## config.mk

```make
export PLATFORM = sky130hd
export DESIGN_NAME = imem_burst_loader_flat
export DESIGN_NICKNAME = d
export VERILOG_FILES = /design/src/rtl/imem_burst_loader_if.sv /design/src/rtl/imem_burst_loader.sv /design/src/flat_wrapper.sv
export SDC_FILE = /design/constraint.sdc
export NUM_CORES = 1
export LEC_CHECK = 0
export ABC_AREA = 1
export BUFFER_PORTS_ARGS = -buffer_cell sky130_fd_sc_hd__buf_2
export CAP_MARGIN = 20
export CORE_AREA = 2 2 110 112
export CTS_BUF_LIST = sky130_fd_sc_hd__clkbuf_4 sky130_fd_sc_hd__clkbuf_8
export DETAILED_ROUTE_END_ITERATION = 10
export DIE_AREA = 0 0 112 114
export MAX_ROUTING_LAYER = met4
export PLACE_DENSITY = 0.87
export SLEW_MARGIN = 30
export SYNTH_ARGS = -nofsm -noshare
export SYNTH_HDL_FRONTEND = slang
export SYNTH_SLANG_ARGS = --single-unit
export TNS_END_PERCENT = 50
```

## constraint.sdc

```tcl
create_clock -name clk -period 5.55 [get_ports clk]
set_clock_uncertainty 0.1 [all_clocks]
set_input_delay 0.8325 -clock clk [delete_from_list [all_inputs] [get_ports clk]]
set_output_delay 0.8325 -clock clk [all_outputs]
set_load 0.005 [all_outputs]
```

## src/rtl/imem_burst_loader_if.sv

```systemverilog
// ---------------------------------------------------------------------------
// imem_burst_loader_if
//   Bus bundle between the program-image loader and the rest of the SoC.
//   It carries two independent buses:
//     - avm_rx_* : Avalon-MM burst-read master port toward SDRAM.
//     - imem_*   : write port into the rv32i instruction memory.
//
//   Parameters:
//     ADDR_WIDTH : imem word-address width.
//
//   Modports:
//     master : the loader (drives read command and imem writes).
//     slave  : SDRAM-side responder plus imem sink (drives stall/data).
//
//   Avalon handshake: a read command is transferred on the cycle where
//   avm_rx_read=1 and avm_rx_waitrequest=0; address and burstcount are held
//   stable while waitrequest=1. Each cycle with avm_rx_readdatavalid=1
//   delivers one beat on avm_rx_readdata.
// ---------------------------------------------------------------------------
interface imem_burst_loader_if #(
  parameter int ADDR_WIDTH = 12
);
  logic                  avm_rx_waitrequest;
  logic [11:0]           avm_rx_burstcount;
  logic [31:0]           avm_rx_address;
  logic                  avm_rx_read;
  logic [31:0]           avm_rx_readdata;
  logic                  avm_rx_readdatavalid;
  logic                  imem_wr;
  logic [ADDR_WIDTH-1:0] imem_waddr;
  logic [31:0]           imem_wdata;

  modport master (
    input  avm_rx_waitrequest,
    input  avm_rx_readdata,
    input  avm_rx_readdatavalid,
    output avm_rx_burstcount,
    output avm_rx_address,
    output avm_rx_read,
    output imem_wr,
    output imem_waddr,
    output imem_wdata
  );

  modport slave (
    output avm_rx_waitrequest,
    output avm_rx_readdata,
    output avm_rx_readdatavalid,
    input  avm_rx_burstcount,
    input  avm_rx_address,
    input  avm_rx_read,
    input  imem_wr,
    input  imem_waddr,
    input  imem_wdata
  );
endinterface

```

## src/rtl/imem_burst_loader.sv

```systemverilog
// ---------------------------------------------------------------------------
// imem_burst_loader
//   Copies a RISC-V program image from SDRAM into instruction memory using
//   Avalon-MM burst reads, then releases the softcore from reset.
//
//   Parameters:
//     ADDR_WIDTH     : imem word-address width (capacity 2^ADDR_WIDTH words).
//     MAX_BURST      : maximum beats per burst (1..2047).
//     TIMEOUT_CYCLES : idle-beat watchdog limit (only with the macro below).
//
//   Optional feature macro: LOADER_TIMEOUT_EN
//     Defined     : a watchdog aborts a burst that stalls for TIMEOUT_CYCLES
//                   DATA cycles without a beat; error=1, done=1, core stays
//                   in reset.
//     Not defined : no watchdog logic, error is tied to 0.
//
//   Ports:
//     clk        : system clock.
//     reset      : asynchronous active-high reset.
//     start      : single-cycle load request (ignored while busy).
//     src_addr   : SDRAM byte address of the image, bits [1:0] ignored.
//     num_words  : words to copy (clamped to imem capacity).
//     busy       : load in progress.
//     done       : sticky completion flag, cleared by the next start.
//     error      : sticky abort flag, cleared by the next start.
//     core_rstn  : active-low reset to the rv32i core.
//     fsm_state  : current FSM state (0 IDLE, 1 REQ, 2 DATA, 3 FIN).
//     bus        : avm_rx master and imem write port (master modport).
// ---------------------------------------------------------------------------
module imem_burst_loader #(
  parameter int ADDR_WIDTH     = 12,
  parameter int MAX_BURST      = 256,
  parameter int TIMEOUT_CYCLES = 1024
) (
  input  logic                  clk,
  input  logic                  reset,
  input  logic                  start,
  input  logic [31:0]           src_addr,
  input  logic [ADDR_WIDTH:0]   num_words,
  output logic                  busy,
  output logic                  done,
  output logic                  error,
  output logic                  core_rstn,
  output logic [1:0]            fsm_state,
  imem_burst_loader_if.master   bus
);

  localparam int RW = ADDR_WIDTH + 1;
  localparam logic [ADDR_WIDTH:0] CAPACITY = {1'b1, {ADDR_WIDTH{1'b0}}};

  typedef enum logic [1:0] {
    S_IDLE = 2'd0,
    S_REQ  = 2'd1,
    S_DATA = 2'd2,
    S_FIN  = 2'd3
  } state_t;

  state_t state;
  state_t state_n;

  // Load bookkeeping
  logic [31:0]           rd_addr;
  logic [ADDR_WIDTH:0]   remaining;
  logic [ADDR_WIDTH-1:0] wr_ptr;
  logic [11:0]           beats_left;

  // Registered imem write port
  logic                  wr_q;
  logic [ADDR_WIDTH-1:0] waddr_q;
  logic [31:0]           wdata_q;

  // Status
  logic done_q;
  logic rstn_q;
  logic release_pend;

  // Decoded events
  logic [ADDR_WIDTH:0] clamped_words;
  logic [11:0]         burst_len;
  logic                start_ok;
  logic                cmd_accept;
  logic                beat;
  logic                last_beat;
  logic                abort;
  logic                aborted;

  // The word-aligned address drops the two low bits of src_addr.
  logic unused_addr_lsbs;
  assign unused_addr_lsbs = ^src_addr[1:0];

  always_comb begin
    if (num_words > CAPACITY) clamped_words = CAPACITY;
    else                      clamped_words = num_words;
  end

  // Burst length is a pure function of registered state, so it stays
  // stable for as long as the slave holds waitrequest.
  always_comb begin
    if (32'(remaining) > 32'(MAX_BURST)) burst_len = 12'(MAX_BURST);
    else                                 burst_len = 12'(remaining);
  end

  assign start_ok  = (state == S_IDLE) && start;
  assign beat      = (state == S_DATA) && bus.avm_rx_readdatavalid;
  assign last_beat = beat && (beats_left == 12'd1);

`ifdef LOADER_TIMEOUT_EN
  localparam int WD_W = $clog2(TIMEOUT_CYCLES + 1);

  logic [WD_W-1:0] wd_cnt;
  logic            aborted_q;

  // Counter is zero outside DATA, so entering DATA always starts fresh.
  always_ff @(posedge clk or posedge reset) begin
    if (reset) begin
      wd_cnt    <= '0;
      aborted_q <= 1'b0;
    end else begin
      if (state != S_DATA || bus.avm_rx_readdatavalid) wd_cnt <= '0;
      else                                             wd_cnt <= wd_cnt + WD_W'(1);

      if (start_ok)   aborted_q <= 1'b0;
      else if (abort) aborted_q <= 1'b1;
    end
  end

  // Fires on the TIMEOUT_CYCLES-th consecutive beat-less DATA cycle.
  assign abort   = (state == S_DATA) && !bus.avm_rx_readdatavalid &&
                   (wd_cnt == WD_W'(TIMEOUT_CYCLES - 1));
  assign aborted = aborted_q;
  assign error   = done_q & aborted_q;
`else
  logic unused_timeout_cfg;
  assign unused_timeout_cfg = (TIMEOUT_CYCLES > 0);
  assign abort   = 1'b0;
  assign aborted = 1'b0;
  assign error   = 1'b0;
`endif

  // -------------------------------------------------------------------------
  // FSM state register
  // -------------------------------------------------------------------------
  always_ff @(posedge clk or posedge reset) begin
    if (reset) state <= S_IDLE;
    else       state <= state_n;
  end

  // -------------------------------------------------------------------------
  // FSM next state and bus outputs
  // -------------------------------------------------------------------------
  always_comb begin
    state_n               = state;
    cmd_accept            = 1'b0;
    bus.avm_rx_read       = 1'b0;
    bus.avm_rx_address    = rd_addr;
    bus.avm_rx_burstcount = burst_len;
    busy                  = 1'b0;

    case (state)
      S_IDLE: begin
        if (start) begin
          if (clamped_words == '0) state_n = S_FIN;
          else                     state_n = S_REQ;
        end
      end
      S_REQ: begin
        busy            = 1'b1;
        bus.avm_rx_read = 1'b1;
        if (!bus.avm_rx_waitrequest) begin
          cmd_accept = 1'b1;
          state_n    = S_DATA;
        end
      end
      S_DATA: begin
        busy = 1'b1;
        // Only one burst is ever outstanding; the next command waits for
        // the final beat of the current one.
        if (last_beat) begin
          if (remaining != '0) state_n = S_REQ;
          else                 state_n = S_FIN;
        end else if (abort) begin
          state_n = S_FIN;
        end
      end
      S_FIN: begin
        state_n = S_IDLE;
      end
      default: begin
        state_n = S_IDLE;
      end
    endcase
  end

  // -------------------------------------------------------------------------
  // Datapath and status registers
  // -------------------------------------------------------------------------
  always_ff @(posedge clk or posedge reset) begin
    if (reset) begin
      rd_addr      <= '0;
      remaining    <= '0;
      wr_ptr       <= '0;
      beats_left   <= '0;
      wr_q         <= 1'b0;
      waddr_q      <= '0;
      wdata_q      <= '0;
      done_q       <= 1'b0;
      rstn_q       <= 1'b0;
      release_pend <= 1'b0;
    end else begin
      wr_q         <= 1'b0;
      release_pend <= 1'b0;

      if (start_ok) begin
        rd_addr   <= {src_addr[31:2], 2'b00};
        remaining <= clamped_words;
        wr_ptr    <= '0;
        done_q    <= 1'b0;
        rstn_q    <= 1'b0;
      end

      if (cmd_accept) begin
        beats_left <= burst_len;
        remaining  <= remaining - RW'(burst_len);
        rd_addr    <= rd_addr + {18'd0, burst_len, 2'b00};
      end

      if (beat) begin
        wr_q       <= 1'b1;
        waddr_q    <= wr_ptr;
        wdata_q    <= bus.avm_rx_readdata;
        wr_ptr     <= wr_ptr + ADDR_WIDTH'(1);
        beats_left <= beats_left - 12'd1;
      end

      // done rises the cycle after FIN; core_rstn one cycle after that,
      // so the last imem write has landed before the core leaves reset.
      if (state == S_FIN) begin
        done_q       <= 1'b1;
        release_pend <= !aborted;
      end

      if (release_pend) rstn_q <= 1'b1;
    end
  end

  assign bus.imem_wr    = wr_q;
  assign bus.imem_waddr = waddr_q;
  assign bus.imem_wdata = wdata_q;
  assign done           = done_q;
  assign core_rstn      = rstn_q;
  assign fsm_state      = state;

endmodule

```

## src/flat_wrapper.sv

```systemverilog
// flat-port wrapper written by rule: the top's interface ports become plain ports
module imem_burst_loader_flat 
#(
  parameter int ADDR_WIDTH     = 12,
  parameter int MAX_BURST      = 256,
  parameter int TIMEOUT_CYCLES = 1024
)
  (clk, reset, start, src_addr, num_words, busy, done, error, core_rstn, fsm_state, bus_avm_rx_waitrequest, bus_avm_rx_readdata, bus_avm_rx_readdatavalid, bus_avm_rx_burstcount, bus_avm_rx_address, bus_avm_rx_read, bus_imem_wr, bus_imem_waddr, bus_imem_wdata);
  imem_burst_loader_if #(.ADDR_WIDTH(ADDR_WIDTH)) bus_i ();
  input  logic clk;
  input  logic reset;
  input  logic start;
  input  logic [31:0] src_addr;
  input  logic [ADDR_WIDTH:0] num_words;
  output logic busy;
  output logic done;
  output logic error;
  output logic core_rstn;
  output logic [1:0] fsm_state;
  input wire logic [$bits(bus_i.avm_rx_waitrequest)-1:0] bus_avm_rx_waitrequest;
  input wire logic [$bits(bus_i.avm_rx_readdata)-1:0] bus_avm_rx_readdata;
  input wire logic [$bits(bus_i.avm_rx_readdatavalid)-1:0] bus_avm_rx_readdatavalid;
  output wire logic [$bits(bus_i.avm_rx_burstcount)-1:0] bus_avm_rx_burstcount;
  output wire logic [$bits(bus_i.avm_rx_address)-1:0] bus_avm_rx_address;
  output wire logic [$bits(bus_i.avm_rx_read)-1:0] bus_avm_rx_read;
  output wire logic [$bits(bus_i.imem_wr)-1:0] bus_imem_wr;
  output wire logic [$bits(bus_i.imem_waddr)-1:0] bus_imem_waddr;
  output wire logic [$bits(bus_i.imem_wdata)-1:0] bus_imem_wdata;
  assign bus_i.avm_rx_waitrequest = bus_avm_rx_waitrequest;
  assign bus_i.avm_rx_readdata = bus_avm_rx_readdata;
  assign bus_i.avm_rx_readdatavalid = bus_avm_rx_readdatavalid;
  assign bus_avm_rx_burstcount = bus_i.avm_rx_burstcount;
  assign bus_avm_rx_address = bus_i.avm_rx_address;
  assign bus_avm_rx_read = bus_i.avm_rx_read;
  assign bus_imem_wr = bus_i.imem_wr;
  assign bus_imem_waddr = bus_i.imem_waddr;
  assign bus_imem_wdata = bus_i.imem_wdata;
  imem_burst_loader #(.ADDR_WIDTH(ADDR_WIDTH), .MAX_BURST(MAX_BURST), .TIMEOUT_CYCLES(TIMEOUT_CYCLES)) u_core (.clk(clk), .reset(reset), .start(start), .src_addr(src_addr), .num_words(num_words), .busy(busy), .done(done), .error(error), .core_rstn(core_rstn), .fsm_state(fsm_state), .bus(bus_i));
endmodule
```

* Yosys cells after proc, flatten, opt, wreduce, memory -nomap -nowiden
Cells that the tools add are included.
** Storage, ports and cells
- Bits in registers :: 119
- Output and inout bits :: 96
- Logic and storage cells :: 62
** Operators by class
- Add/sub/neg operators :: 4
- Magnitude comparators :: 2
- Equal/unequal tests :: 7
- Multiplexer cells :: 25
- Reduce and logical (&&, ||, !) cells :: 13
** Operators with widths (number)
- 32-bit two-way mux :: 2
- 12-bit two-way mux :: 5
- 13-bit two-way mux :: 3
- 32-bit by 14-bit adder with 32-bit output :: 1
- 13-bit greater-than comparator (second input constant) :: 1
- 13-bit by 9-bit greater-than comparator with 1-bit output (second input constant) :: 1
- 13-bit zero test :: 1
- 13-bit nonzero test :: 1
- 13-bit by 12-bit subtractor with 13-bit output :: 1
- 12-bit by 1-bit adder with 12-bit output (second input constant) :: 1
- 12-bit by 1-bit equality test with 1-bit output (second input constant) :: 1
- 12-bit by 1-bit subtractor with 12-bit output (second input constant) :: 1
- 2-bit two-way mux :: 5
- 2-bit nonzero test :: 5
- 1-bit two-way mux :: 9
- 2-bit case mux with 4 select lines :: 1
- 2-bit equality test (second input constant) :: 2
- 2-bit inequality test (second input constant) :: 2
- 1-bit logical AND :: 3
- 3-bit AND reduction :: 1
- 2-bit by 1-bit equality test with 1-bit output (second input constant) :: 1
- 2-bit zero test :: 1
- 2-bit by 1-bit inequality test with 1-bit output (second input constant) :: 1
- 2-bit OR reduction :: 1

* Longest topological paths before layout
Gate-level depths: netlist (run 1).
- Depth in word-level cells :: 6
- Depth in mapped cells :: 21
- Depth with buffers taken out :: 21

* Least setup slack after synthesis (run 1)
Ideal clock, no wire load.
- Path type :: register -> register
- Start :: reg u_core.remaining[9]
- End :: reg u_core.rd_addr[22], in the netlist u_core.bus.avm_rx_address[22]
- Setup time :: 120 ps
- Arrival time :: 2427 ps
- Slack :: 2903 ps
- Stages on the path, launching flop included :: 21
- Buffers on the path :: 0
- Clock period less this slack :: 2647 ps
- Cell sequence :: dfrtp_1 nor2_2 nand2_2 nor2_8 nand2_4 nand2_1 nand2_1 inv_1 ha_1 fa_1 nand2_1 o21ai_2 nand2_1 nand2_1 nand2_1 nand2_1 nand2_1 o21ai_1 nand2_1 o21ai_1 nand2_1
** Between the ends
- Word-level cells in the longest chain between the ends :: 4
** Ends and longest elaborated chain
- start: declaration :: RTL line imem_burst_loader.sv:63 : logic [ADDR_WIDTH:0] remaining;
- start signal: assignment :: RTL line imem_burst_loader.sv:215 : remaining <= clamped_words;
- start signal: assignment :: RTL line imem_burst_loader.sv:223 : remaining <= remaining - RW'(burst_len);
- 13-bit by 9-bit greater-than comparator with 1-bit output :: RTL line imem_burst_loader.sv:99 : if (32'(remaining) > 32'(MAX_BURST)) burst_len = 12'(MAX_BURST);
- 12-bit two-way mux :: RTL line imem_burst_loader.sv:99
- named net bus_avm_rx_burstcount[8] :: RTL line flat_wrapper.sv:23 : output wire logic [$bits(bus_i.avm_rx_burstcount)-1:0] bus_avm_rx_burstcount;
- 32-bit by 14-bit adder with 32-bit output :: RTL line imem_burst_loader.sv:224 : rd_addr <= rd_addr + {18'd0, burst_len, 2'b00};
- 32-bit two-way mux :: RTL line imem_burst_loader.sv:221 : if (cmd_accept) begin
- end signal: assignment :: RTL line imem_burst_loader.sv:214 : rd_addr <= {src_addr[31:2], 2'b00};
- end signal: assignment :: RTL line imem_burst_loader.sv:224
- end: declaration :: RTL line imem_burst_loader.sv:62 : logic [31:0] rd_addr;
The timed path passes the listed nets, and every way through them passes these cells.
A chain may end at the register's enable or synchronous reset.

* Final worst setup path (run 1)
- Start :: reg u_core.remaining[1]
- End :: reg u_core.rd_addr[19], in the netlist u_core.bus.avm_rx_address[19]
** Between the ends
- Word-level cells in the longest chain between the ends :: 4
** Ends and longest elaborated chain (RTL line)
- 13-bit by 9-bit greater-than comparator with 1-bit output :: imem_burst_loader.sv:99
- 12-bit two-way mux * :: imem_burst_loader.sv:99
- 32-bit by 14-bit adder with 32-bit output * :: imem_burst_loader.sv:224
- 32-bit two-way mux * :: imem_burst_loader.sv:221
Every way passes the cells marked *; elsewhere a longest branch is shown, timed or not.

==> impl_metrics.json, run 1 <==
{
  "yosys-top-cells-area": "dfrtp_1 43%, nand2_1 17%, inv_1 4.9%",
  "rows": 40,
  "layout-drive-gt1-share_pct": 21.7,
  "antenna_cells": 0,
  "nNetsFinal": 1175,
  "cts.clk_slew.worst_paths_ps": 70,
  "drc": 0,
  "grt_pass1_wl_um": 29800,
  "grt_usage_pct": 29.9,
  "place_congestion": 0.948,
  "final.period_utilization_pct": 58.1,
  "max_cap_violations": 0,
  "crit_type": "flip-flop to flip-flop",
  "ir_drop_uv": 316,
  "worst_ep_required_time_ps": 5740,
  "start_util_pct": 57.6,
  "leakagePower_nw": 4.35,
  "yosysMostFrequentCell": "nand2_1",
  "rsz0062_at_grt": "false",
  "antenna_found_initial": 0,
  "finalInstanceArea_um2": 8090,
  "syn2layout_area_growth_pct": 19.9,
  "finalHoldViolations": 0,
  "sw_frac_of_total_pct": 42.6,
  "clockPowerShare_pct": 19.6,
  "vias": 6661,
  "die_h_um": 114,
  "seqPwrFrac_pct": 35.8,
  "final_cells": 1227,
  "wl_per_cell_um": 14.6,
  "cpMostUsedCell": "nand2_1",
  "core-area_um2": 11700,
  "period_minus_slack_ps": 3230,
  "cp.arrival_ps": 3420,
  "h-tree-depth": 4,
  "cts_setup_buffers": 0,
  "synthCells": 904,
  "power.internal_w": 0.00238,
  "post_drt_via_cell_ratio": 5.43,
  "synth_edf_count": 0,
  "max_freq_ghz": 0.310,
  "cts.hold.buffers_added": 0,
  "cpPeakStageDelay_ps": 430,
  "placed_cells": 1199,
  "clockBufferDepth": 2,
  "setup_violations": 0,
  "status": "finished clean",
  "drt_wl_total_um": 17900,
  "endpoint_kind": "flip-flop",
  "p_comb_share_pct": 44.6,
  "ys_warn_count": 0,
  "cts_buffers": 17,
  "power.density_nw_per_um2": 513,
  "ant_nets": 0,
  "setup.worst_path.start_class": "flip-flop",
  "worst_slew_pin_slew_ps": 897,
  "grt_max_degree": 76,
  "clkSinkCount": 117,
  "synth_area_per_cell_um2": 7.46,
  "port-buffer-count": 169,
  "synth_cell_types": 54,
  "synth_flop_cell": "dfrtp_1",
  "cts-resized-gates": 0,
  "synth_area_um2": 6740,
  "place_area_um2": 7680,
  "grt_overflow_total": 0,
  "yosysSeqAreaShare_pct": 43.4,
  "dieArea_um2": 12800,
  "setup_tns_ps": 0,
  "cts_tree": "done",
  "cp_cell_sequence": "nor2_1, nand2_1, nor2_2, o21ai_2, nor2_1, ha_1, nand3_1, nand2_1, nand2_1, nand2_1, nand3_1, nand2_1, nand2_1, a21oi_1, o21ai_0, nand2_1, o21ai_0",
  "synth_top_area_share_pct": 43.4,
  "p_sw_w": 0.00177,
  "yosys_register_bits": 117,
  "drt_first_pass_iters": 5,
  "yosys.area.top_type": "dfrtp_1",
  "power_w": 0.00415,
  "maxSlewHeadroom_pct": 40.1,
  "synth_common_cells": "297 x nand2_1, 117 x dfrtp_1, 88 x inv_1, 87 x nor2_1, 56 x nand3_1",
  "io_pins": 178,
  "dp_hpwl_um": 12600,
  "die_w_um": 112,
  "hold_path_class": "flip-flop to flip-flop",
  "grt_pass1_vias": 6241,
  "maxSlewViolCount": 0,
  "insertion_delay_ps": 450,
  "crit_slowest_cell": "dfrtp_1",
  "worst-path-max-fanout": 11,
  "cts_root_buf": "clkbuf_8",
  "first_iter_violations": 473,
  "async_flop_share_pct": 100
}
-- worst max-delay path, delay by kind of cell, from the launching register on --
family / cells / cell delay [ps]
DFF: 1 / 430
and+or+nand+nor: 12 / 1420
adders and majority gates: 1 / 380
AOI/OAI and AO/OA: 4 / 730
-- power groups by stage --
stage / logic (W) / clock network [W] / registers [W]
floorplan: 0.00123 / 0 / 0.00146
CTS: 0.00185 / 0.000824 / 0.00148
finish: 0.00185 / 0.000814 / 0.00148
global route: 0.00210 / 0.000862 / 0.00153
global placement: 0.00177 / 0 / 0.00147
detailed placement: 0.00183 / 0 / 0.00149
-- final timing paths --
check | from | endpoint | slack, ps | depth (start not counted)
worst max-delay path | u_core.remaining[1] | u_core.bus.avm_rx_address[19] | 2320 | 17
min in group asynchronous | reset | u_core.bus.imem_wdata[20] | 410 | 2
worst min-delay path | u_core.release_pend | u_core.core_rstn | 330 | 1
worst max register to register | u_core.remaining[1] | u_core.bus.avm_rx_address[19] | 2320 | 17
max in group asynchronous | reset | u_core.bus.imem_wdata[23] | 3890 | 3
worst min register to register | u_core.release_pend | u_core.core_rstn | 330 | 1
-- layer usage --
metal	global-route usage, %	share of wire, %	vias to the layer above	wire length [um]
met5	-	0	-	0
met4	9.76	2.7	0	482
met3	5.95	6.4	45	1140
met1	37.4	42	3098	7470
met2	49.4	49	270	8850
li1	-	-	3248	-
-- cell usage in the layout, fill, tap and decap left out, types with 6 or more instances in the layout --
master    netlist  routed
nand2_1       297     296
buf_2          11     169
dfrtp_1       117     117
inv_1          88      87
nor2_1         87      84
nand3_1        56      56
o21ai_0        45      45
a21oi_1        37      37
ha_1           21      21
clkbuf_8        0      20
nor3_1         13      13
o211ai_1       11      11
o21ai_1        10      10
conb_1          2      10
nand4_1         9       9
xor2_1          8       8
nor4_1          6       6
-- cell type report --
type | instances | area (um2)
clock buffers | 23 | 298
clock inverters | 5 | 100
fillers | 1011 | 3630
inverters | 92 | 352
multi-input cells | 669 | 3340
flip-flops and latches | 117 | 2930
well taps | 147 | 184
repair buffers | 174 | 883
-- logic make-up after synthesis --
logic type	synth area share [%]
multiplexers	0.148
AND/OR/NAND/NOR	31.0
XOR/XNOR	1.30
flip-flops	43.4
buffers and inverters	7.68
other	0.111
AO/OA/AOI/OAI	12.1
adder cells (fa/ha/maj)	4.19
-- through the flow --
stage | utilization (%) | worst slack (ps) | hold WS (ps)
final | 69.0 | 2320 | 332
after detailed placement | 65.6 | 2350 | 325
after global routing | 69.0 | 2040 | 348
after global placement | 65.6 | 2410 | 314
after floorplan | - | 1520 | 304
after CTS | 69.0 | 2390 | 338
-- registers in the layout, indices dropped and copies added, names as in the netlist --
signal	count
u_core.wr_ptr	12
u_core.release_pend	1
u_core.bus.imem_waddr	12
u_core.done	1
u_core.bus.imem_wr	1
u_core.bus.avm_rx_address	30
u_core.bus.imem_wdata	32
u_core.beats_left	12
u_core.remaining	13
u_core.core_rstn	1
u_core.fsm_state	2
No activity file was read; power rests on OpenSTA's default activity.
==> inputs of run 2 (changes only) <==
Settings changed: CORE_AREA 2 2 110 112 to 2 2 114 116, DIE_AREA 0 0 112 114 to 0 0 116 118, PLACE_DENSITY 0.87 to 0.82.
Clock period 5.55 ns to 3.15 ns, I/O delays scaled along.
==> run 2 against run 1 <==
- register-to-register slack lost 2100 ps
- via count unchanged
- final area increased by 2.7%
- die area increased by 7.2%
- non-clock buffer count is 17 higher
- setup slack got worse by 2100 ps
- final cell count up 3.7%
- count of clock-buffer cells in the layout fell by 1
- hold slack got worse by 240 ps
- sequential share of layout area fell by 0.94 points
- sequential cell count did not move
- power grew 79%
- largest cell class unchanged
- largest power group unchanged
==> impl_metrics.json, run 2 (synthesis gave the netlist of run 1 again) <==
{
  "status": "finished clean",
  "dp_hpwl_um": 13100,
  "period_minus_slack_ps": 2930,
  "core-area_um2": 12400,
  "drt_first_pass_iters": 4,
  "cts_buffers": 17,
  "pre_cts_ws_ps": 147,
  "maxSlewHeadroom_pct": 57.5,
  "r2r_slack_ps": 220,
  "utilization_pct": 66.9,
  "clockPowerShare_pct": 19.6,
  "power_w": 0.00744,
  "register_area_um2": 2930,
  "setup_tns_ps": 0,
  "worst_slew_pin_slew_ps": 638,
  "die_w_um": 116,
  "mostFrequentLayoutCells": "290 x nand2_1, 169 x buf_2, 117 x dfrtp_1, 87 x inv_1, 82 x nor2_1",
  "cpMostUsedCell": "nor2_1",
  "cts.hold.buffers_added": 0,
  "post_drt_via_cell_ratio": 5.24,
  "leakagePower_nw": 4.44,
  "ant_nets": 0,
  "grt_max_degree": 118,
  "power.density_nw_per_um2": 896,
  "cts_root_buf": "clkbuf_8",
  "p_sw_w": 0.00317,
  "setup_violations": 0,
  "worst_ep_required_time_ps": 3360,
  "maxSlewViolCount": 0,
  "final.period_utilization_pct": 93.1,
  "crit_type": "flip-flop to flip-flop",
  "port-buffer-count": 169,
  "ir_drop_uv": 448,
  "drc": 0,
  "start_util_pct": 54.3,
  "die_h_um": 118,
  "multiInputGateArea_um2": 3370,
  "seqPwrFrac_pct": 35.1,
  "antenna_found_initial": 0,
  "worstRegToRegCells": 16,
  "n_fill_cell": 1069,
  "endpoint_kind": "flip-flop",
  "p_comb_share_pct": 45.4,
  "whs_ps": 96.7,
  "cpPeakStageDelay_ps": 400,
  "rows": 41,
  "r2r_start": "u_core.remaining[9]",
  "antenna_cells": 0,
  "worst-path-max-fanout": 11,
  "cts_tree": "done",
  "clkSinkCount": 117,
  "power.internal_w": 0.00427,
  "max_cap_violations": 0,
  "layout-drive-gt1-share_pct": 23.9,
  "clockBufferDepth": 2,
  "vias": 6661,
  "grt_usage_pct": 28.1,
  "cp.arrival_ps": 3140,
  "finalWorstSetupSlack_ps": 218,
  "nNetsFinal": 1192,
  "max_freq_ghz": 0.341,
  "grt_pass1_vias": 6381,
  "drt_wl_total_um": 18000,
  "place_congestion": 0.953,
  "io_pins": 178,
  "first_iter_violations": 421,
  "wl_per_cell_um": 14.1,
  "largest_register_ff_count": 32,
  "cts.clk_slew.worst_paths_ps": 70,
  "syn2layout_area_growth_pct": 23.1,
  "crit_slowest_cell": "dfrtp_1",
  "grt_pass1_wl_um": 30000,
  "sw_frac_of_total_pct": 42.6,
  "grt_overflow_total": 0,
  "h-tree-depth": 4,
  "finalHoldViolations": 0,
  "dieArea_um2": 13700,
  "timing.rr.end": "u_core.bus.avm_rx_address[14]",
  "hold_path_class": "input pin to asynchronous set/reset pin",
  "insertion_delay_ps": 440,
  "setup.worst_path.start_class": "flip-flop",
  "cp_cell_sequence": "nor2_2, nand2_2, nor2_8, o21ai_4, nor2_1, ha_1, a21oi_1, nor2_1, nor2_1, nand2_1, nand2_1, nand2_2, buf_4, buf_4, o21ai_0, nand3_1",
  "final_common_cell": "nand2_1"
}
-- run 2: power by group through the flow --
stage	clock (W)	combinational (W)	sequential, W
6_report	0.00146	0.00338	0.00261
5_1_grt	0.00154	0.00384	0.00269
4_1_cts	0.00147	0.00329	0.00260
3_5_place_dp	0	0.00327	0.00262
3_3_place_gp	0	0.00319	0.00260
2_1_floorplan	0	0.00216	0.00257
-- run 2: worst max-delay path, delay by kind of cell (launching register included) --
kind	cells	cell delay [ps]
AOI/OAI and AO/OA	3	580
and+or+nand+nor	10	1140
buffers and inverters	2	280
DFF	1	400
adders and majority gates	1	300
-- run 2: layout make-up --
cell class | count | area share (%)
sequential | 117 | 35.3
tap | 172 | 2.59
clock inverter | 9 | 1.54
timing repair buffer | 191 | 12.3
clock buffer | 22 | 3.42
inverter | 92 | 4.22
multi-input combinational | 669 | 40.6
-- run 2: layer usage --
metal  up-vias  GRT usage (%)  part of all wire (%)
met5         -              -                     0
met4         0           10.3                   2.1
met3        32           5.41                   5.8
met2       220           44.7                    50
met1      3125           35.8                    43
li1       3284              -                     -
-- run 2: timing repair --
item                                    in CTS  in global routing
setup buffers                                0                  5
endpoints found under the setup margin       0                 17
gates resized for setup                      0                 12
-- run 2: per-stage QoR --
step | cells | area (um2)
detailed placement | 1236 | 7820
floorplan | 912 | 6780
global placement | 1236 | 7820
finish | 1272 | 8300
CTS | 1267 | 8230
global route | 1272 | 8300
-- run 2: worst max-delay path by stage --
stage,cells after the start,slack (ps),endpoint,from
after floorplan,20,500,u_core.bus.avm_rx_address[22],u_core.remaining[9]
after global placement,20,180,u_core.bus.avm_rx_address[22],u_core.remaining[10]
after detailed placement,20,150,u_core.bus.avm_rx_address[22],u_core.remaining[6]
after CTS,17,100,u_core.bus.avm_rx_address[31],u_core.remaining[6]
after global routing,20,-20,u_core.bus.avm_rx_address[22],u_core.remaining[6]
final,16,220,u_core.bus.avm_rx_address[14],u_core.remaining[9]
